**src/rtl/uart_rx_cfg.sv**
```systemverilog
`timescale 1ns/1ps
`default_nettype none
// ============================================================================
// uart_rx_cfg : UART receiver, configurable width/parity/stop bits, valid/ready output
// Optional macro UART_RX_MAJORITY_EN: 2-of-3 vote per bit.  Revision 1.0
// ============================================================================
module uart_rx_cfg #(
  parameter int CLK_FRE   = 27,
  parameter int BAUD_RATE = 115200,
  parameter int DATA_BITS = 8,
  parameter int PARITY    = 0,
  parameter int STOP_BITS = 1
) (
  input  logic                 clk,
  input  logic                 rst_n,
  input  logic                 rx_pin,
  output logic [DATA_BITS-1:0] rx_data,
  output logic                 rx_data_valid,
  input  logic                 rx_data_ready,
  output logic                 parity_err,
  output logic                 frame_err,
  output logic                 overrun_err
);

  localparam int         CYCLE       = CLK_FRE * 1000000 / BAUD_RATE;
  localparam logic [15:0] C_LAST     = 16'(CYCLE - 1);
  localparam logic [15:0] C_MID      = 16'(CYCLE / 2 - 1);
  localparam logic [3:0] C_DATA_LAST = 4'(DATA_BITS - 1);
  localparam logic [3:0] C_STOP_LAST = 4'(STOP_BITS - 1);

  if (CYCLE < 8 || CYCLE >= 65536 || DATA_BITS < 5 || DATA_BITS > 9 ||
      PARITY < 0 || PARITY > 2 || STOP_BITS < 1 || STOP_BITS > 2) begin : g_param_check
    $error("uart_rx_cfg: parameter out of range");
  end

  typedef enum logic [2:0] {S_IDLE, S_START, S_DATA, S_PARITY, S_STOP} state_t;

  state_t                 state, state_nxt;
  logic                   s0, s1, s2;
  logic                   fall, sample, bit_end, bit_val, done;
  logic [15:0]            cycle_cnt;
  logic [3:0]             bit_cnt;
  logic [DATA_BITS-1:0]   shift;
  logic                   par_bad, stop_bad;

  always_ff @(posedge clk or negedge rst_n) begin
    if (!rst_n) begin
      s0 <= 1'b1;
      s1 <= 1'b1;
      s2 <= 1'b1;
    end else begin
      s0 <= rx_pin;
      s1 <= s0;
      s2 <= s1;
    end
  end

  assign fall    = s2 & ~s1;
  assign bit_end = (cycle_cnt == C_LAST);

`ifdef UART_RX_MAJORITY_EN
  logic v0, v1;

  always_ff @(posedge clk or negedge rst_n) begin
    if (!rst_n) begin
      v0 <= 1'b1;
      v1 <= 1'b1;
    end else begin
      if (cycle_cnt == 16'(CYCLE / 2 - 2)) v0 <= s1;
      if (cycle_cnt == C_MID)              v1 <= s1;
    end
  end

  // third vote is the live s1, so the decision lands one clock after the nominal sample
  assign sample  = (cycle_cnt == 16'(CYCLE / 2));
  assign bit_val = (v0 & v1) | (v0 & s1) | (v1 & s1);
`else
  assign sample  = (cycle_cnt == C_MID);
  assign bit_val = s1;
`endif

  always_comb begin
    state_nxt = state;
    done      = 1'b0;
    case (state)
      S_IDLE:   if (fall) state_nxt = S_START;
      S_START: begin
        if (sample && bit_val) state_nxt = S_IDLE;
        else if (bit_end)      state_nxt = S_DATA;
      end
      S_DATA:   if (bit_end && bit_cnt == C_DATA_LAST) state_nxt = (PARITY != 0) ? S_PARITY : S_STOP;
      S_PARITY: if (bit_end) state_nxt = S_STOP;
      S_STOP: begin
        // leave at the last stop sample so an immediately following start edge is caught
        if (sample && bit_cnt == C_STOP_LAST) begin
          state_nxt = S_IDLE;
          done      = 1'b1;
        end
      end
      default:  state_nxt = S_IDLE;
    endcase
  end

  always_ff @(posedge clk or negedge rst_n) begin
    if (!rst_n) begin
      state     <= S_IDLE;
      cycle_cnt <= 16'd0;
      bit_cnt   <= 4'd0;
      shift     <= '0;
      par_bad   <= 1'b0;
      stop_bad  <= 1'b0;
    end else begin
      state <= state_nxt;
      if (state_nxt != state || bit_end) cycle_cnt <= 16'd0;
      else                               cycle_cnt <= cycle_cnt + 16'd1;
      if (state_nxt != state) bit_cnt <= 4'd0;
      else if (bit_end)       bit_cnt <= bit_cnt + 4'd1;
      if (state == S_DATA && sample) shift <= {bit_val, shift[DATA_BITS-1:1]};
      if (state == S_START) begin
        par_bad  <= 1'b0;
        stop_bad <= 1'b0;
      end
      if (state == S_PARITY && sample) par_bad  <= ((^shift) ^ bit_val) != (PARITY == 1);
      if (state == S_STOP && sample && !bit_val) stop_bad <= 1'b1;
    end
  end

  always_ff @(posedge clk or negedge rst_n) begin
    if (!rst_n) begin
      rx_data       <= '0;
      rx_data_valid <= 1'b0;
      parity_err    <= 1'b0;
      frame_err     <= 1'b0;
      overrun_err   <= 1'b0;
    end else begin
      overrun_err <= 1'b0;
      if (done) begin
        if (!rx_data_valid || rx_data_ready) begin
          rx_data       <= shift;
          parity_err    <= par_bad;
          frame_err     <= stop_bad | ~bit_val;
          rx_data_valid <= 1'b1;
        end else begin
          overrun_err <= 1'b1;
        end
      end else if (rx_data_valid && rx_data_ready) begin
        rx_data_valid <= 1'b0;
      end
    end
  end

endmodule
`default_nettype wire
```
**config.mk**
```make
export PLATFORM = sky130hd
export DESIGN_NAME = uart_rx_cfg
export DESIGN_NICKNAME = d
export VERILOG_FILES = /design/src/rtl/uart_rx_cfg.sv
export SDC_FILE = /design/constraint.sdc
export NUM_CORES = 1
export LEC_CHECK = 0
export CAP_MARGIN = 10
export CORE_AREA = 2 2 77 79
export CTS_CLUSTER_DIAMETER = 100
export DETAILED_ROUTE_END_ITERATION = 10
export DIE_AREA = 0 0 79 81
export HOLD_SLACK_MARGIN = 0.02
export PLACE_DENSITY_LB_ADDON = 0.08
export SLEW_MARGIN = 5
export SYNTH_ARGS = -nofsm -noshare
export SYNTH_HDL_FRONTEND = slang
export SYNTH_SLANG_ARGS = --single-unit
```
**constraint.sdc**
```tcl
create_clock -name clk -period 2.1 [get_ports clk]
set_input_delay 0.21 -clock clk [delete_from_list [all_inputs] [get_ports clk]]
set_output_delay 0.21 -clock clk [all_outputs]
set_load 0.05 [all_outputs]
```
==> impl_metrics.ini, run 1 <==
[yosys]
post_synth_and_or_nand_nor_area_fraction = 0.142
synth_compound_area_frac = 0.120
post_synth_fa_ha_maj_area_fraction = 0.0257
synthesis.nets = 214
synth-edff-count = 0
yosysTopAreaCell = dfrtp_1
cells_taking_the_most_area_after_synthesis = dfrtp_1, mux2_4, mux2_2
synthFlopType = dfrtp_1
netlist_top_cells_count = dfrtp_1, a211oi_1, xor2_1
yosysUniqueCellTypes = 48
yosysSeqAreaShare = 0.495
main_combinational_cell_family_by_area_after_synthesis = simple AND/OR/NAND/NOR gates
post_synth_instance_area_um2 = 2430
syn_inst = 205
synth.ff_latch_count = 48
asyncSetResetFlopFracSynth = 1.00
muxShareOfSynthArea = 0.0997
xor_xnor_share_of_the_synthesized_area = 0.0740
yosys.cell_count.top_type = dfrtp_1
synth_top_area_share = 0.462
synthesis.area_per_instance_um2 = 11.9
synth-warning-count = 0

[route]
post_drt_wl_per_cell_um = 15.8
final_antenna_net_count = 0
total_iterations_of_the_first_detailed_routing_run = 4
drt_iter0_markers = 91
drcViolationCount = 0
num_vias = 1700
drt-total-wl_um = 4900
via_per_inst = 5.48

[cells_and_area]
final.fill_count = 520
drive_gt1_frac = 0.243
antennaDiodeCount = 0
area_growth_pct = 19.0
finish.net_count = 244

[floorplan]
floorplan.initialDensity = 0.429
design.die.area_um2 = 6400
die_height_um = 81
core_region_area_um2 = 5680
std_cell_rows = 28
die_w_um = 79
ioPinCount = 16

[clocking]
numCtsBuffers = 5
h-tree-depth = 2
clk_pin_slew_worst_paths_ns = 0.08
cts_tree = built
cts_buffer_depth = 2
cts-root-buf = clkbuf_8
worst_skew_pair.late_latency_ns = 0.29
clock_sinks = 48

[sta]
maximum_clock_frequency_ghz = 0.502
final_min_period_over_clock_period = 0.949
finClkSkew_ns = 0.00352
whs_ns = 0.319
worst-slew-pin-transition_ns = 0.590
setup_repair_after_global_routing_missed_its_margin = no
slew_headroom = 0.607
finalMaxSlewViolations = 0
finalSetupViolCount = 0
fin_crit_ns = 1.99
finalHoldViolCount = 0

[hold_path]
hp-class = in2reg
timing.hold.worst_path_depth = 1

[pwr]
ir_drop_v = 0.000308
pwr_density_cell_nw_per_um2 = 664
report.power.total_mw = 1.92
leakage_power_figure_nw = 1.32

[setup_path]
worst_r2r_path_depth = 8
critical_path_required_ns = 2.27
critical_path.cell_chain = inv_1 > ha_1 > and3b_1 > nand4_4 > buf_4 > o211ai_1 > buf_4 > a222oi_1
cp_max_fo = 8
timing.setup.critical_path_class = reg2reg
arrival_time_worst_endpoint_ns = 2.17
critical_path.startpoint_type = flip-flop
worst_path_largest_cell_delay_ns = 0.42
slowest_stage = dfrtp_1
worst_path_most_repeated_cell = buf_4
critPathTopFamily = compound AO/OA/AOI/OAI gates
timing.critical_path.depth = 8
endpoint_kind = flip-flop
worstPathBufferInverterCount = 3

[run_status]
outcome = finished clean

[flow_run]
cap_violations = 0

[global_routing]
grt_use_total = 0.169
grt_antenna_before_repair = 0
grt_max_degree = 26
grt_pass1_wl_um = 8450
global_route.overflow_total = 0
grt_pass1_vias = 1733

[placement]
finalWeightedCongestion = 0.774
detailed_place_hpwl_um = 3500
numPortBuffers = 15
==> layout by cell type (no fill, tap or decap), drive strengths merged, types with 7 or more instances in the layout <==
| cell type | count |
|---|---|
| dfrtp | 45 |
| buf | 20 |
| mux2 | 18 |
| clkdlybuf4s50 | 14 |
| xor2 | 12 |
| a211oi | 12 |
| inv | 11 |
| nand2 | 11 |
| nand3 | 7 |
| nand4 | 7 |
==> through the flow <==
step,utilization,TNS [ns],cell area (µm²),setup WS [ns],cells
after floorplan,-,0,2430,0.212,205
after global placement,0.486,0,2760,0.0790,300
after detailed placement,0.486,-0.0784,2760,-0.0257,300
after CTS,0.503,0,2850,0.0271,308
after global routing,0.510,0,2900,0.00109,310
final,0.510,0,2900,0.108,310
==> report_power, final <==
group / total (mW) / internal [mW] / switching, mW
Clock: 0.515 / 0.227 / 0.288
Combinational: 0.327 / 0.156 / 0.170
Sequential: 1.08 / 0.992 / 0.0889
Total: 1.92 / 1.38 / 0.547
==> flip-flops by register name, summed over array words and instances (netlist names), 3 cells and up <==
name,flops
shift,8
bit_cnt,4
cycle_cnt,16
state,3
rx_data,8
==> final timing paths <==
kind | slack (ns) | from | endpoint
max | 0.11 | cycle_cnt[0]$_DFF_PN0_ | bit_cnt[2]$_DFFE_PN0P_
min | 0.32 | rx_pin | s0$_DFF_PN1_
max reg2reg | 0.11 | cycle_cnt[0]$_DFF_PN0_ | bit_cnt[2]$_DFFE_PN0P_
min reg2reg | 0.36 | s0$_DFF_PN1_ | bit_val$_DFF_PN1_
max in group asynchronous | 1.12 | rst_n | par_bad$_DFFE_PN0P_
min in group asynchronous | 0.44 | rst_n | cycle_cnt[14]$_DFF_PN0_
==> layer usage <==
metal  global-route usage  vias to the layer above  wire length [µm]
met1                0.224                      842              2230
met5                    0                        -                 0
met2                0.281                       41              2450
met3               0.0344                        6               166
met4               0.0500                        0                56
li1                     -                      811                 -
==> cell families (layout without fill, tap and decap cells) <==
logic type | Yosys count | in the layout
xor gates and xnor gates | 19 | 19
muxes | 19 | 19
buffers and inverters | 23 | 53
DFF | 48 | 48
and+or+nand+nor | 51 | 51
AOI/OAI and AO/OA | 40 | 40
adders and majority gates | 5 | 5
==> layout make-up <==
type                       count  area, µm²  area share
sequential                    48       1200       0.416
multi-input combinational    134       1160       0.402
timing repair buffer          35        314       0.108
tap                           75       93.8      0.0324
clock buffer                   6       72.6      0.0251
inverter                      11       41.3      0.0143
clock inverter                 1       5.00     0.00173
==> what timing repair did <==
action,CTS,global route
endpoints found under the hold margin,21,0
endpoints found under the setup margin,18,28
hold buffers,1,0
pin swaps,0,3
resized for setup,2,3
setup buffers,0,2
Note: power is estimated with default switching activity, not from simulation.
==> run 2, diff against run 1 <==
GPL_TIMING_DRIVEN = 0   (was not set)
==> impl_metrics.ini, run 2 (synthesized netlist as in run 1, its figures left out) <==
[route]
total_iterations_of_the_first_detailed_routing_run = 4
drt-total-wl_um = 5150
drt_iter0_markers = 73
via_per_inst = 5.43
num_vias = 1722
drcViolationCount = 0
post_drt_wl_per_cell_um = 16.3
final_antenna_net_count = 0

[sta]
setup_ws_ns = 0.0923
finalMaxSlewViolations = 0
finClkSkew_ns = 0.00645
maximum_clock_frequency_ghz = 0.498
worst-slew-pin-transition_ns = 0.513
finalSetupViolCount = 0
slew_headroom = 0.657
finalHoldViolCount = 0
fin_crit_ns = 2.01
final_min_period_over_clock_period = 0.956

[hold_path]
timing.hold.worst_path_depth = 1
hp-class = in2reg
min_to = s0$_DFF_PN1_
hold_path.startpoint = rx_pin

[setup_path]
worstPathBufferInverterCount = 2
worst_path_largest_cell_delay_ns = 0.45
critPathTopFamily = simple AND/OR/NAND/NOR gates
reg_to_reg_endpoint = bit_cnt[2]$_DFFE_PN0P_
timing.setup.critical_path_class = reg2reg
r2r_slack_ns = 0.09
arrival_time_worst_endpoint_ns = 2.20
critical_path.startpoint_type = flip-flop
worst_r2r_path_depth = 6
cp_max_fo = 10
slowest_stage = dfrtp_2
critical_path.cell_chain = nor4_4 > buf_4 > nand4_4 > buf_6 > or3_1 > a222oi_1
r2r-start = cycle_cnt[11]$_DFF_PN0_
critical_path_required_ns = 2.30
endpoint_kind = flip-flop

[global_routing]
grt_antenna_before_repair = 0
grt_max_degree = 37
grt_use_total = 0.169
grt_pass1_vias = 1746
global_route.overflow_total = 0
grt_pass1_wl_um = 8330

[clocking]
clock_sinks = 48
cts-root-buf = clkbuf_8
h-tree-depth = 2
cts_tree = built
clk_pin_slew_worst_paths_ns = 0.09
worst_skew_pair.late_latency_ns = 0.30
cts_buffer_depth = 2
numCtsBuffers = 5

[cells_and_area]
final.fill_count = 517
top_regs = cycle_cnt x16, rx_data x8, shift x8
antennaDiodeCount = 0
registers.top_by_ff_count = cycle_cnt
layout.cells.most_common = dfrtp_1
final_non_filler_cell_area_um2 = 2960
drive_gt1_frac = 0.269
layout.cells.most_common_list = dfrtp_1, clkdlybuf4s50_1, xor2_1, buf_4, a211oi_1
largest_register_ffs = 16
sequential_cell_area_um2 = 1210
multiInputGateArea_um2 = 1190
finish.net_count = 250
area_growth_pct = 21.6

[placement]
finalWeightedCongestion = 0.897
numPortBuffers = 15
detailed_place.area_um2 = 2690
detailed_place_hpwl_um = 3430
dpl_worst_slack_ns = -0.148

[pwr]
ir_drop_v = 0.000425
report.power.total_mw = 1.93
pwr_density_cell_nw_per_um2 = 652
leakage_power_figure_nw = 1.35

[floorplan]
die_w_um = 79
die_height_um = 81
floorplan.initialDensity = 0.429
core_region_area_um2 = 5680
ioPinCount = 16
std_cell_rows = 28
design.die.area_um2 = 6400

[flow_run]
cap_violations = 0

[run_status]
outcome = finished clean
-- run 2: cell types whose count changed in the layout (fill, tap and decap cells not counted), sizes merged --
cell,change
clkinv,+2
buf,-3
clkbuf,+8
-- run 2: timing repair --
action	CTS	global route
hold endpoints to repair	12	0
setup buffers	1	9
pin swaps	1	5
resized for setup	4	19
endpoints found under the setup margin	32	39
gates cloned	0	2
hold buffers	1	0
-- run 2: final cells by class --
| type | count | share of cell area |
|---|---|---|
| sequential | 48 | 0.407 |
| buffer | 12 | 0.0270 |
| clock inverter | 3 | 0.00634 |
| inverter | 11 | 0.0139 |
| clock buffer | 5 | 0.0232 |
| timing repair buffer | 29 | 0.0888 |
| tap | 75 | 0.0317 |
| multi-input combinational | 134 | 0.402 |
-- run 2: metrics by stage --
step                setup TNS (ns)  cells  utilization  hold WS (ns)
floorplan                        0    205            -       -0.0856
global placement            -24.40    295        0.472         0.348
detailed placement           -1.68    296        0.475         0.135
CTS                              0    306        0.495         0.299
global route                -0.111    317        0.522         0.288
finish                           0    317        0.522         0.307
-- run 2: how the worst max path moves through the flow --
stage	cells after the start	slack, ns	end	startpoint
3_5_place_dp	5	-0.15	bit_cnt[3]$_DFFE_PN0P_	cycle_cnt[13]$_DFF_PN0_
3_3_place_gp	1	-0.54	shift[6]$_DFFE_PN0P_	rst_n
5_1_grt	6	-0.02	cycle_cnt[8]$_DFF_PN0_	cycle_cnt[11]$_DFF_PN0_
6_report	6	0.09	bit_cnt[2]$_DFFE_PN0P_	cycle_cnt[11]$_DFF_PN0_
4_1_cts	5	0.009	shift[6]$_DFFE_PN0P_	cycle_cnt[8]$_DFF_PN0_
2_1_floorplan	5	0.21	shift[0]$_DFFE_PN0P_	cycle_cnt[8]$_DFF_PN0_
-- run 2: power by group --
group	switching, mW	internal, mW	total, mW
sequential	0.0938	0.993	1.09
combinational	0.162	0.129	0.292
clock	0.318	0.233	0.551
-- run 2: worst register-to-register path: stages (launching register included) --
cell	delay (ns)
dfrtp_2	0.45
nor4_4	0.36
buf_4	0.18
nand4_4	0.12
buf_6	0.19
or3_1	0.31
a222oi_1	0.29
-- run 2: metal layers --
| layer | wire length [µm] | vias to the layer above | GRT usage | share of wire |
|---|---|---|---|---|
| met5 | 0 | - | 0 | 0 |
| met4 | 28 | 0 | 0.0638 | 0.0054 |
| met3 | 195 | 2 | 0.0511 | 0.038 |
| met2 | 2650 | 39 | 0.279 | 0.51 |
| met1 | 2280 | 858 | 0.209 | 0.44 |
| li1 | - | 823 | - | - |
